File: src/rtl/ahb_master.sv
// ahb_master: AHB-Lite single-transfer initiator.
//
// Turns a valid/ready command port into AHB-Lite address and data phases
// (single NONSEQ transfers only) and returns a one-cycle response pulse.
// hready wait states stretch whichever phase is on the bus.
//
// Build option: define AHB_MASTER_PIPELINE_EN to overlap the address phase
// of the next transfer with the data phase of the current one (BOTH state).
// Without it, at most one transfer is outstanding.
//
// Ports:
//   hclk, hreset_n     bus clock, asynchronous active-low reset
//   cmd_valid/ready    command handshake; accept on cmd_valid && cmd_ready
//   cmd_write          1 = write, 0 = read
//   cmd_addr           byte address (aligned down to cmd_size on the bus)
//   cmd_size           hsize encoding (0 byte, 1 half, 2 word, 3 dword)
//   cmd_wdata          write data
//   rsp_valid          one-cycle completion pulse, no backpressure
//   rsp_write          type of the completed transfer
//   rsp_rdata          read data, held until the next read completes
//   haddr, htrans, hsize, hwrite, hwdata   registered AHB master outputs
//   hrdata, hready     AHB read data and transfer-done/wait indication
module ahb_master #(
  parameter int unsigned DW = 32,
  parameter int unsigned AW = 32
) (
  input  logic          hclk,
  input  logic          hreset_n,
  input  logic          cmd_valid,
  output logic          cmd_ready,
  input  logic          cmd_write,
  input  logic [AW-1:0] cmd_addr,
  input  logic [2:0]    cmd_size,
  input  logic [DW-1:0] cmd_wdata,
  output logic          rsp_valid,
  output logic          rsp_write,
  output logic [DW-1:0] rsp_rdata,
  output logic [AW-1:0] haddr,
  output logic [1:0]    htrans,
  output logic [2:0]    hsize,
  output logic          hwrite,
  output logic [DW-1:0] hwdata,
  input  logic [DW-1:0] hrdata,
  input  logic          hready
);

  localparam logic [1:0]    HTRANS_IDLE   = 2'b00;
  localparam logic [1:0]    HTRANS_NONSEQ = 2'b10;
  localparam logic [AW-1:0] ALL_ONES      = '1;

`ifdef AHB_MASTER_PIPELINE_EN
  typedef enum logic [1:0] {S_IDLE, S_ADDR, S_DATA, S_BOTH} state_t;
`else
  typedef enum logic [1:0] {S_IDLE, S_ADDR, S_DATA} state_t;
`endif

  state_t        state;
  state_t        state_next;
  logic          accept;
  logic          addr_done;   // address phase on the bus completes this edge
  logic          data_done;   // data phase on the bus completes this edge
  logic [AW-1:0] aligned_addr;
  logic [DW-1:0] wdata_q;     // write data waiting for its data phase
  logic          data_write;  // direction of the transfer in its data phase

  always_ff @(posedge hclk or negedge hreset_n) begin
    if (!hreset_n) begin
      state <= S_IDLE;
    end else begin
      state <= state_next;
    end
  end

  always_comb begin
    state_next   = state;
    cmd_ready    = 1'b0;
    addr_done    = 1'b0;
    data_done    = 1'b0;
    aligned_addr = cmd_addr & (ALL_ONES << cmd_size);

    case (state)
      S_IDLE:  cmd_ready = 1'b1;
`ifdef AHB_MASTER_PIPELINE_EN
      S_ADDR,
      S_DATA,
      S_BOTH:  cmd_ready = hready;
`endif
      default: cmd_ready = 1'b0;
    endcase

    accept = cmd_valid && cmd_ready;

    case (state)
      S_IDLE: begin
        if (accept) state_next = S_ADDR;
      end
      S_ADDR: begin
        if (hready) begin
          addr_done = 1'b1;
`ifdef AHB_MASTER_PIPELINE_EN
          state_next = accept ? S_BOTH : S_DATA;
`else
          state_next = S_DATA;
`endif
        end
      end
      S_DATA: begin
        if (hready) begin
          data_done = 1'b1;
`ifdef AHB_MASTER_PIPELINE_EN
          state_next = accept ? S_ADDR : S_IDLE;
`else
          state_next = S_IDLE;
`endif
        end
      end
`ifdef AHB_MASTER_PIPELINE_EN
      S_BOTH: begin
        if (hready) begin
          addr_done  = 1'b1;
          data_done  = 1'b1;
          state_next = accept ? S_BOTH : S_DATA;
        end
      end
`endif
      default: state_next = S_IDLE;
    endcase
  end

  // The data-phase direction is taken from hwrite before a same-edge accept
  // overwrites it, so the completing transfer and the new one never mix.
  always_ff @(posedge hclk or negedge hreset_n) begin
    if (!hreset_n) begin
      haddr      <= '0;
      htrans     <= HTRANS_IDLE;
      hsize      <= '0;
      hwrite     <= 1'b0;
      hwdata     <= '0;
      wdata_q    <= '0;
      data_write <= 1'b0;
      rsp_valid  <= 1'b0;
      rsp_write  <= 1'b0;
      rsp_rdata  <= '0;
    end else begin
      rsp_valid <= data_done;
      if (data_done) begin
        rsp_write <= data_write;
        if (!data_write) rsp_rdata <= hrdata;
      end
      if (addr_done) begin
        hwdata     <= wdata_q;
        data_write <= hwrite;
      end
      if (accept) begin
        haddr   <= aligned_addr;
        hsize   <= cmd_size;
        hwrite  <= cmd_write;
        htrans  <= HTRANS_NONSEQ;
        wdata_q <= cmd_wdata;
      end else if (addr_done) begin
        htrans <= HTRANS_IDLE;
      end
    end
  end

endmodule
File: config.mk
export PLATFORM = sky130hd
export DESIGN_NAME = ahb_master
export DESIGN_NICKNAME = d
export VERILOG_FILES = /design/src/rtl/ahb_master.sv
export SDC_FILE = /design/constraint.sdc
export NUM_CORES = 1
export LEC_CHECK = 0
export BUFFER_PORTS_ARGS = -buffer_cell sky130_fd_sc_hd__buf_2
export CORE_MARGIN = 1.5
export CORE_UTILIZATION = 52
export CTS_BUF_LIST = sky130_fd_sc_hd__clkbuf_16
export CTS_CLUSTER_DIAMETER = 150
export CTS_CLUSTER_SIZE = 14
export DETAILED_ROUTE_END_ITERATION = 8
export PLACE_DENSITY = 0.91
export SYNTH_ARGS = -nofsm -noshare
export SYNTH_HDL_FRONTEND = slang
export SYNTH_SLANG_ARGS = --single-unit
File: constraint.sdc
create_clock -name hclk -period 3.3 [get_ports hclk]
set_clock_uncertainty 0.05 [all_clocks]
set_input_delay 0.165 -clock hclk [delete_from_list [all_inputs] [get_ports hclk]]
set_output_delay 0.165 -clock hclk [all_outputs]
set_load 0.01 [all_outputs]
==> results.md <==
- CTS tree: built
- Num CTS Buffers: 17
- Crit-path cells: and3b_1 > nor2b_4 > buf_4 > mux2_2
- Layout area overhead: 50.8%
- Initial DRT Pass Iterations: 5
- Worst rel slew slack: around 28%
- Synth Area per Inst: 11.9 um2
- Finished Layout Cells: 907
- Worst path top cell family by delay: simple AND/OR/NAND/NOR gates
- Row count: 36
- Ys flop type: dfrtp_1
- Worst VDD drop: 0.500 mV
- Clk Latency, worst-skew pair: 0.41 ns
- Worst setup SP type: flop
- Routability cong.: 0.721
- Starting Density: between 50% and 60%
- Syn_nets: 555
- Full die area: 11,000 um2
- Critical Path RT: 3.54 ns
- Synth area leaders: dfrtp_1 64%, nand2_1 14%, mux2_4 8.1%
- I/O pin cnt: 209
- Max incr delay on CP: 0.50 ns
- Post-layout minimum cycle time: 2.08 ns
- DRC Markers: 0
- Post-CTS resize count: 0
- CP Capture Type: flop
- Sink Count: 138
- Post-Syn Area: around 5400 um2
- Final TNS setup: 0 ns
- Distinct cells, synth: 21
- Yosys reg bits: 138
- Max Freq: 0.481 GHz
- Worst Path Arrival: 2.31 ns
- Reg clk slew, reported paths: 0.06 ns
- YS warnings: 0
- Cell taking the most area after synthesis: dfrtp_1
- RSZ-0062 raised after global routing: false
- WL/cell: between 15 and 20 um
- Routed Antenna Nets: 0
- Worst r2r src: state[0]$_DFFE_PN0P_
- MaxCap Viol Count: 0
- Met3 Resource Use GR: between 9 and 10%
- CTS Buffer Depth: 2
- GRT Util Overall: 32.3%
- Final Hold Fails: 0
- Die Wd: 105 um
- Wire length of the first global-routing pass: 26,900 um
- Sequential share of the synthesized area: 64.3%
- GRT met2 Usage: between 50% and 60%
- Setup-failing EPs final: 0
- H-tree Lvls: 4
- Setup CP Type: reg2reg
- Leakage: 4.33 nW
- Gate Count Post-Synth: 451
- Worst Hold Launch: haddr[1]$_DFFE_PN0P_
- Via Count: 4,711
- Root Buffer: clkbuf_16
- Hold buffer count at cts: 103
- Initial antenna violation count: 0
- Vias per cell: 5.19
- Fraction of layout cells with a size suffix above 1: between 40 and 50%
- Synth cell count leaders: 201 x nand2_1, 138 x dfrtp_1, 36 x mux2_2
- Hold Path Class: reg2reg
- Die Ht: 105 um
- Power Density: 950 nW/um2
- Total Nets Final: 865
- Core area: roughly 9900 um2
- HPWL after DPL: 8430 um
- Slowest cell on crit path: buf_4
- Post-synth ARST share: 100%
- Drt first-iter violations: 258
- Fin. max-slew vios: 0
- Postcts setup bufs: 0
- EDFF count, synth: 0
- Ant diodes: 0
- Grt met1 use: 36.1%
- Port buffer count: 207
- Grt peak-use layer: met2
- Least-Margin Pin Slew: ~1.1 ns
- Vias in the first global route: 5,186
- GRT overflow: 0
- Worst-path fanout max: 33
- Critical path buffers and inverters: 1
- Yosys top cell area share: 64.3%
- Drt total wl: 16,900 um
- Largest net degree at the start of global routing: 123
- Status: finished, final reports clean
- Crit path launch: state[0]$_DFFE_PN0P_
- Placed cell count: 772
- Top-count cell post-synth: nand2_1
- Final period utilization: 62.9%
==> tightest hold or removal path, cell delays in order, from the launching register on <==
cell     delay (ns)
dfrtp_1        0.34
nand2_1        0.05
nand2_1        0.05
==> cell usage in the layout (no fill, tap or decap), types with 2 or more instances in the layout <==
cell type	count
dfrtp_1	138
clkinvlp_4	3
bufinv_16	4
buf_2	206
inv_6	2
nand3_1	5
o21ai_0	2
nor2_1	5
clkinv_2	2
nand3b_1	2
nand4b_1	2
dlygate4sd3_1	103
nand2_1	201
mux2_2	36
clkbuf_16	17
mux2_4	29
clkinv_4	3
buf_4	5
==> power by group <==
group          internal [mW]  switching, mW  total (mW)
clock network           1.27          0.732        2.00
registers               2.50          0.537        3.04
logic                   1.26           1.40        2.66
total                   5.03           2.67        7.70
==> sequential cells by signal, indices dropped and copies added, names as in the netlist <==
signal and flops:
data_write 1, haddr 32, hsize 3, htrans 1, hwdata 32, hwrite 1
rsp_rdata 32, rsp_valid 1, rsp_write 1, state 2, wdata_q 32
==> final timing paths <==
path	to	slack, ns	depth (start not counted)
max	rsp_rdata[31]$_DFFE_PN0P_	1.22	4
min in group asynchronous	rsp_rdata[29]$_DFFE_PN0P_	0.45	2
max in group asynchronous	haddr[5]$_DFFE_PN0P_	1.88	3
max reg2reg	rsp_rdata[31]$_DFFE_PN0P_	1.22	4
min	haddr[1]$_DFFE_PN0P_	0.42	2
min reg2reg	haddr[1]$_DFFE_PN0P_	0.42	2
==> stage by stage <==
stage | power [mW] | hold WS (ns) | worst slack (ns) | cell area (um2) | utilization (%)
3_5_place_dp | 5.41 | 0.306 | 1.27 | 6450 | 65.1
5_1_grt | 8.10 | 0.438 | 1.13 | 8110 | 81.8
3_3_place_gp | 5.26 | 0.303 | 1.32 | 6450 | 65.1
4_1_cts | 7.56 | 0.413 | 1.26 | 8110 | 81.8
6_report | 7.70 | 0.421 | 1.22 | 8110 | 81.8
2_1_floorplan | 4.42 | -0.181 | 1.70 | 5370 | -
==> cell families after synthesis <==
family | after synthesis | synth area share, %
AOI/OAI and AO/OA | 3 | 0.326
buffers and inverters | 24 | 3.31
DFF | 138 | 64.3
muxes | 65 | 15.6
other | 1 | 0.0698
and+or+nand+nor | 220 | 16.4
==> layer usage <==
layer / share of wire (%) / routed length, um / vias up
met5: 0 / 0 / -
met4: 4.5 / 756 / 0
met3: 9.2 / 1550 / 68
met2: 50 / 8400 / 295
met1: 37 / 6180 / 2296
li1: - / - / 2052
==> final cells by class <==
class	instances	area, um2
timing repair buffer	315	2110
clock buffer	17	425
clock inverter	15	200
fill	517	1800
sequential	138	3450
multi-input combinational	289	1750
tap	133	166
Note: power is estimated with default switching activity, not from simulation.
